--- src/rtl/btn_pkg.sv ---
// rtl/btn_pkg.sv - shared state encoding and default sizes for the button conditioner
package btn_pkg;

  typedef enum logic [1:0] {
    REL   = 2'd0,
    CHK_P = 2'd1,
    PRS   = 2'd2,
    CHK_R = 2'd3
  } btn_state_t;

  localparam int DEF_CNT_W  = 20;
  localparam int DEF_LONG_W = 28;
  localparam int SYNC_DEPTH = 2;

endpackage

--- src/rtl/btn_deb_chan.sv ---
// rtl/btn_deb_chan.sv - one channel: synchroniser, debounce FSM, long-press timer
// BTN_REPEAT_EN adds the auto-repeat counter; otherwise btn_repeat is tied low.
module btn_deb_chan import btn_pkg::*; #(
  parameter int               CNT_W          = DEF_CNT_W,
  parameter logic [CNT_W-1:0] BTN_DELAY      = 20'h7_ffff,
  parameter bit               BTN_ACTIVE_LOW = 1'b1,
  parameter int               LONG_W         = DEF_LONG_W,
  parameter logic [LONG_W-1:0] LONG_DELAY    = 28'd50_000_000,
  parameter logic [LONG_W-1:0] REPEAT_DELAY  = 28'd10_000_000
) (
  input  logic clk,
  input  logic rst,
  input  logic btn_in,
  output logic btn_deb,
  output logic btn_press,
  output logic btn_release,
  output logic btn_long,
  output logic btn_repeat
);

  localparam logic [LONG_W-1:0] LONG_LAST = LONG_DELAY - 1'b1;

  logic                  raw;
  logic [SYNC_DEPTH-1:0] sync;
  logic                  s;
  btn_state_t            state, state_n;
  logic [CNT_W-1:0]      cnt, cnt_n;
  logic [LONG_W-1:0]     lcnt, lcnt_n;
  logic                  deb_n, press_n, rel_n, long_n;

  assign raw = BTN_ACTIVE_LOW ? ~btn_in : btn_in;
  assign s   = sync[SYNC_DEPTH-1];

  always_ff @(posedge clk) begin
    if (rst) begin
      sync        <= '0;
      state       <= REL;
      cnt         <= '0;
      lcnt        <= '0;
      btn_deb     <= 1'b0;
      btn_press   <= 1'b0;
      btn_release <= 1'b0;
      btn_long    <= 1'b0;
    end else begin
      sync        <= {sync[SYNC_DEPTH-2:0], raw};
      state       <= state_n;
      cnt         <= cnt_n;
      lcnt        <= lcnt_n;
      btn_deb     <= deb_n;
      btn_press   <= press_n;
      btn_release <= rel_n;
      btn_long    <= long_n;
    end
  end

  always_comb begin
    state_n = state;
    cnt_n   = cnt;
    lcnt_n  = lcnt;
    deb_n   = btn_deb;
    press_n = 1'b0;
    rel_n   = 1'b0;
    long_n  = 1'b0;
    case (state)
      REL: begin
        if (s) begin
          state_n = CHK_P;
          cnt_n   = '0;
        end
      end
      CHK_P: begin
        if (!s) begin
          state_n = REL;
          cnt_n   = '0;
        end else if (cnt == BTN_DELAY) begin
          state_n = PRS;
          cnt_n   = '0;
          lcnt_n  = '0;
          deb_n   = 1'b1;
          press_n = 1'b1;
        end else begin
          cnt_n = cnt + 1'b1;
        end
      end
      PRS: begin
        // lcnt parks at LONG_DELAY so the long pulse cannot recur within one press
        if (lcnt != LONG_DELAY) lcnt_n = lcnt + 1'b1;
        if (lcnt == LONG_LAST) long_n = 1'b1;
        if (!s) begin
          state_n = CHK_R;
          cnt_n   = '0;
        end
      end
      CHK_R: begin
        if (s) begin
          state_n = PRS;
          cnt_n   = '0;
        end else if (cnt == BTN_DELAY) begin
          state_n = REL;
          cnt_n   = '0;
          lcnt_n  = '0;
          deb_n   = 1'b0;
          rel_n   = 1'b1;
        end else begin
          cnt_n = cnt + 1'b1;
        end
      end
      default: state_n = REL;
    endcase
  end

`ifdef BTN_REPEAT_EN
  localparam logic [LONG_W-1:0] RPT_LAST = REPEAT_DELAY - 1'b1;
  logic [LONG_W-1:0] rcnt;

  // Counts only while held in PRS after the long pulse; any release check restarts it.
  always_ff @(posedge clk) begin
    if (rst) begin
      rcnt       <= '0;
      btn_repeat <= 1'b0;
    end else begin
      btn_repeat <= 1'b0;
      if (state != PRS) begin
        rcnt <= '0;
      end else if (lcnt == LONG_DELAY) begin
        if (rcnt == RPT_LAST) begin
          rcnt       <= '0;
          btn_repeat <= 1'b1;
        end else begin
          rcnt <= rcnt + 1'b1;
        end
      end
    end
  end
`else
  logic unused_repeat;
  assign unused_repeat = ^REPEAT_DELAY;
  assign btn_repeat    = 1'b0;
`endif

endmodule

--- src/rtl/btn_deb_ctrl.sv ---
// rtl/btn_deb_ctrl.sv - multi-channel button conditioner top
// BTN_REPEAT_EN enables auto-repeat pulses on btn_repeat.
module btn_deb_ctrl import btn_pkg::*; #(
  parameter int                BTN_WIDTH      = 8,
  parameter int                CNT_W          = DEF_CNT_W,
  parameter logic [CNT_W-1:0]  BTN_DELAY      = 20'h7_ffff,
  parameter bit                BTN_ACTIVE_LOW = 1'b1,
  parameter int                LONG_W         = DEF_LONG_W,
  parameter logic [LONG_W-1:0] LONG_DELAY     = 28'd50_000_000,
  parameter logic [LONG_W-1:0] REPEAT_DELAY   = 28'd10_000_000
) (
  input  logic                 clk,
  input  logic                 rst,
  input  logic [BTN_WIDTH-1:0] btn_in,
  output logic [BTN_WIDTH-1:0] btn_deb,
  output logic [BTN_WIDTH-1:0] btn_press,
  output logic [BTN_WIDTH-1:0] btn_release,
  output logic [BTN_WIDTH-1:0] btn_long,
  output logic [BTN_WIDTH-1:0] btn_repeat
);

  for (genvar i = 0; i < BTN_WIDTH; i++) begin : g_chan
    btn_deb_chan #(
      .CNT_W         (CNT_W),
      .BTN_DELAY     (BTN_DELAY),
      .BTN_ACTIVE_LOW(BTN_ACTIVE_LOW),
      .LONG_W        (LONG_W),
      .LONG_DELAY    (LONG_DELAY),
      .REPEAT_DELAY  (REPEAT_DELAY)
    ) u_chan (
      .clk        (clk),
      .rst        (rst),
      .btn_in     (btn_in[i]),
      .btn_deb    (btn_deb[i]),
      .btn_press  (btn_press[i]),
      .btn_release(btn_release[i]),
      .btn_long   (btn_long[i]),
      .btn_repeat (btn_repeat[i])
    );
  end

endmodule

--- config.mk ---
export PLATFORM = sky130hd
export DESIGN_NAME = btn_deb_ctrl
export DESIGN_NICKNAME = d
export VERILOG_FILES = /design/src/rtl/btn_pkg.sv /design/src/rtl/btn_deb_chan.sv /design/src/rtl/btn_deb_ctrl.sv
export SDC_FILE = /design/constraint.sdc
export NUM_CORES = 1
export LEC_CHECK = 0
export ABC_AREA = 1
export CORE_ASPECT_RATIO = 1.25
export CORE_UTILIZATION = 50
export CTS_CLUSTER_DIAMETER = 60
export DETAILED_ROUTE_END_ITERATION = 10
export PLACE_DENSITY = 0.66
export SYNTH_ARGS = -nofsm -noshare
export SYNTH_HDL_FRONTEND = slang
export SYNTH_SLANG_ARGS = --single-unit
--- constraint.sdc ---
create_clock -name clk -period 1.9 [get_ports clk]
set_input_delay 0.285 -clock clk [delete_from_list [all_inputs] [get_ports clk]]
set_output_delay 0.285 -clock clk [all_outputs]
set_load 0.01 [all_outputs]
; ---- Word level (Yosys, flattened, before mapping)
; Cells that the tools add are included.
[totals]
register_bits = 448
output_inout_bits = 40
elab_cells = 520
[op_classes]
n_addsub = 16
n_eq_ne = 120
muxes = 200
n_bitwise = 40
n_reduce_logical = 80
[op_table]
columns = cell, count
row1 = $mux W28, 32
row2 = $mux W20, 40
row3 = $pmux W28 S3, 8
row4 = $pmux W20 S4, 8
row5 = $add A28 B1 Y28 const B, 8
row6 = $eq A28 B26 Y1 const B, 8
row7 = $ne A28 B26 Y1 const B, 8
row8 = $add A20 B1 Y20 const B, 8
row9 = $eq A20 B19 Y1 const B, 8
row10 = $mux W2, 48
row11 = $ne A2 B1 Y1 const B, 40
row12 = $pmux W2 S4, 8
row13 = $reduce_and A4 Y1, 16
row14 = $mux W1, 48
row15 = $reduce_or A3 Y1, 16
row16 = $not A1 Y1, 40
row17 = $reduce_and A5 Y1, 8
row18 = $eq A2 B2 Y1 const B, 16
row19 = $ne A2 B2 Y1 const B, 16
row20 = $ne A3 B1 Y1 const B, 8
row21 = $ne A3 B3 Y1 const B, 8
row22 = $reduce_bool A3 Y1, 8
row23 = $eq A2 B1 Y1 const B, 8
row24 = $logic_not A2 Y1, 8
row25 = 4 further kinds, 32

; ---- Logic depth before layout (Yosys ltp)
[logic_depth]
ltp_word = 4
depth_mapped = 14
depth_no_buf = 14

; ---- Hierarchy
; Synthesis repeated with hierarchy kept, for this count alone.
[hier_totals]
cells_unflattened = 4536
hier_area_um2 = 27767.9
[modules_own_cells]
columns = module, n_inst, cells_each, area_per_inst_um2, seq_area_each_um2
row1 = btn_deb_chan (g_chan[1].u_chan ...), 6, 573, 3485.8, 1121.1
row2 = btn_deb_chan (g_chan[7].u_chan), 1, 561, 3503.4, 1121.1
row3 = btn_deb_chan (g_chan[0].u_chan), 1, 537, 3349.5, 1121.1

; ---- Least setup slack after synthesis
; No wires, ideal clock.
[synth_timing]
path_type = register to register
startpoint = register g_chan[4].u_chan.cnt[0]
endpoint = register g_chan[4].u_chan.lcnt[18]
setup_time_ps = 143
arrival_ps = 1595
slack_ps = 162
stages_incl_launch_ff = 13
n_path_buf = 2
path_cell_list = dfxtp_1 > ha_1 > nand2_1 > nor2_2 > nand3_2 > nor2_4 > nand2_2 > nand2_2 > nand3_2 > buf_6 > buf_6 > nand2_1 > a21oi_1
[synth_between]
elab_chain_cells = 4
[synth_lines]
columns = element, line_no
row1 = start: declaration, btn_deb_chan.sv:27  ; logic [CNT_W-1:0] cnt, cnt_n;
row2 = start signal: assignment, btn_deb_chan.sv:47  ; cnt <= cnt_n;
row3 = $eq A20 B19 Y1 (*), "btn_deb_chan.sv:75, btn_deb_chan.sv:98"
row4 = $mux W28 (*), --
row5 = "$mux W28, on equally long branches", --
row6 = $pmux W28 S3 (*), --
row7 = end signal: assignment, btn_deb_chan.sv:48  ; lcnt <= lcnt_n;
row8 = end: declaration, btn_deb_chan.sv:28  ; logic [LONG_W-1:0] lcnt, lcnt_n;
; Every way passes the cells marked *; elsewhere a longest branch is shown, timed or not. The select of a mux whose other input is x is not followed.
; A chain may end at the register's enable or synchronous reset.

; ---- Worst setup path in the final report
[layout_timing]
startpoint = register g_chan[0].u_chan.btn_release
endpoint = output port btn_release[0]
[layout_lines]
columns = element, line_no
row1 = start: declaration, btn_deb_chan.sv:16  ; output logic btn_release,
row2 = start signal: assignment, btn_deb_chan.sv:51  ; btn_release <= rel_n;
row3 = end: declaration, btn_deb_ctrl.sv:17  ; output logic [BTN_WIDTH-1:0] btn_release,
; No word-level cell between the ends.

==> results.cfg <==
[run_status]
status = finished, final reports clean

[timing]
drv_slew = 0
fin_crit_sh = 0.968
clock_skew_ps = 18.3
worst_slack_ps = 60.2
setup_viol = 0
max_freq_ghz = 0.544
hold_viol_final = 0
finalCriticalPeriod_ps = 1840

[setup_path]
r2r_end = g_chan[5].u_chan.lcnt[11]
crit_arrival_ps = 1550
crit_chain = clkdlybuf4s50_1
critical_path_buf_inv_count = 1
r2r_cells = 11
critPathLaunchType = register
slowest_delay_ps = 560
end_kind = primary output
critPathRequiredTime_ps = 1620
rr_startpoint = g_chan[5].u_chan.cnt[1]
r2r_slack_ps = 80
crit_type = reg -> out
critPathSlowestCell = clkdlybuf4s50_1
cp_top_family = buffers and inverters
worstPathMaxFanout = 1
worst-path-stages = 1

[synth]
ys.flop_type = dfxtp_1
yosys.area.top_type = dfxtp_1
synth_area_leaders = dfxtp_1 (33%), nand2_1 (20%), nor2_1 (9.2%), nand3_1 (6.3%), a21oi_1 (6.2%)
synth_edf_count = 0
yosys_warnings = 0
synth_cells = 4509
syn-cell-area_mm2 = 0.0274
ys_seq_area_frac = 0.327
synthArstFlopShare = 0
synth_top_area_frac = 0.327
ys_types = 57
ys_seq_elements = 448
syn_avg_cell_area_um2 = 6.08

[final_layout]
drive_gt1_frac = 0.118
area_delta_synth_final_pct = 15.5
fin_util = 0.587
fin_nets = 4701

[route]
wl_per_cell_um = 12.5
vias = 27300
vias_per_cell = 5.03
drcViolationCount = 0
drt-initial-drc-count = 1553
ant_nets = 0
wirelength_um = 68100
drt_first_pass_iters = 6

[grt]
grt_pass1_vias = 25300
grt_start_max_net_pins = 89
antenna_found_initial = 1
grt_pass1_wl_um = 116000
grtUsageTotal = 0.243
overflow = 0

[floorplanning]
ios = 50
fp.coreArea_mm2 = 0.0540
std_cell_rows = 95
dieArea_mm2 = 0.0558
initial_utilization = 0.508
die_h_um = 264
die_x_um = 211

[pwr]
vdd_ir_drop_max_uv = 840
power.density_mw_per_mm2 = 634
leakagePower_nw = 11.3

[flow_run]
cap_violations = 0

[hold_path]
hold_path_end = g_chan[6].u_chan.sync[0]
hold_class = in -> reg
min_from = btn_in[6]
hold_depth = 2

[clock_network]
clk_pin_slew_ps = 60
cts_buffers = 53
cts_sinks = 448
htreeDepth = 2
clock_latency_ps = 600
clockBufferDepth = 3
cts-root-buf = clkbuf_16
cts_tree = yes

[place]
globalplace.congestion = 0.963
portBuffers = 41
dp_slack_ps = -14.4
hpwl_um = 49100
placed cells by master, fill, tap and decap left out, types with 43 or more instances in the layout:
| master | Yosys | layout |
|---|---|---|
| nor2_1 | 671 | 663 |
| inv_1 | 409 | 406 |
| nand3_1 | 343 | 341 |
| nand2_2 | 37 | 43 |
| inv_2 | 56 | 51 |
| o21ai_0 | 81 | 81 |
| clkbuf_16 | 0 | 54 |
| a21oi_1 | 340 | 339 |
| buf_4 | 50 | 186 |
| nor3_1 | 69 | 69 |
| nand4_1 | 82 | 82 |
| nand2_1 | 1482 | 1470 |
| dfxtp_1 | 448 | 432 |
| xor2_1 | 58 | 58 |
registers in the layout (all words and copies together), names as in the netlist, named ones only:
signal	count
g_chan.u_chan.btn_deb	8
g_chan.u_chan.btn_long	8
g_chan.u_chan.cnt	160
g_chan.u_chan.btn_press	8
g_chan.u_chan.btn_release	8
g_chan.u_chan.state	8
g_chan.u_chan.lcnt	224
g_chan.u_chan.sync	16
Yosys cell counts (all sizes together) (6+ instances only):
master     n
nand2   1522
nor2     706
inv      465
dfxtp    448
a21oi    361
nand3    353
o21ai    106
buf       95
nand4     83
nor3      75
clkbuf    62
xor2      58
xnor2     41
or2       32
ha        24
nor4      10
o22ai     10
nand3b     7
a21o       6
o211ai     6
cells by family after synthesis:
logic type | count (synthesis) | synth area share
AOI/OAI and AO/OA | 516 | 0.103
xor gates and xnor gates | 99 | 0.0316
adders and majority gates | 24 | 0.0109
buffers and inverters | 624 | 0.0976
DFF | 448 | 0.327
other | 1 | 0.000137
and+or+nand+nor | 2797 | 0.430
report_power, final:
| group | total [W] | leakage (nW) | switching [W] | internal [W] |
|---|---|---|---|---|
| sequential | 0.00947 | 3.62 | 0.0000407 | 0.00943 |
| combinational | 0.000616 | 6.83 | 0.000441 | 0.000174 |
| clock | 0.00999 | 0.842 | 0.00401 | 0.00598 |
| total | 0.0201 | 11.3 | 0.00449 | 0.0156 |
metrics by stage:
stage | setup TNS [ps] | hold slack, ps | total power [W] | std cells | cell area [um^2]
after floorplan | 0 | 352 | 0.0101 | 4516 | 27500
after global placement | -33.4 | 393 | 0.0103 | 5318 | 29500
after detailed placement | -25.0 | 394 | 0.0103 | 5318 | 29500
after CTS | 0 | 153 | 0.0204 | 5410 | 31200
after global routing | -272 | 195 | 0.0208 | 5431 | 31700
final | 0 | 193 | 0.0201 | 5431 | 31700
routing by layer:
metal,vias to the layer above,GRT usage,share of wire
met1,12100,0.303,0.46
met5,-,0,0
met3,123,0.0316,0.036
li1,14600,-,-
met2,437,0.428,0.48
met4,0,0.0754,0.023
layout make-up:
| type | instances | area [um^2] |
|---|---|---|
| clock inverter | 19 | 213 |
| fill | 5394 | 22300 |
| timing repair inverter | 1 | 7.51 |
| antenna | 1 | 2.50 |
| clock buffer | 72 | 1490 |
| multi-input combinational | 3444 | 16000 |
| timing repair buffer | 252 | 2250 |
| inverter | 467 | 1790 |
| sequential | 448 | 8990 |
| tap | 727 | 910 |
what timing repair did:
action,in CTS,in global routing
gates resized for setup,2,99
cloned,0,2
hold buffers,1,0
setup buffers,0,18
pin swaps,1,23
endpoints found under the hold margin,5,0
endpoints found under the setup margin,22,296
how the worst max path moves through the flow:
stage | start | end | slack (ps)
finish | g_chan[0].u_chan.btn_release | btn_release[0] | 60
global route | g_chan[5].u_chan.cnt[1] | g_chan[5].u_chan.cnt[8] | -50
CTS | g_chan[2].u_chan.cnt[0] | g_chan[2].u_chan.cnt[7] | 4
detailed placement | g_chan[6].u_chan.cnt[0] | g_chan[6].u_chan.lcnt[14] | -10
global placement | g_chan[6].u_chan.cnt[0] | g_chan[6].u_chan.lcnt[25] | -6
floorplan | g_chan[4].u_chan.cnt[0] | g_chan[4].u_chan.lcnt[18] | 160
No activity file was read; power rests on OpenSTA's default activity.
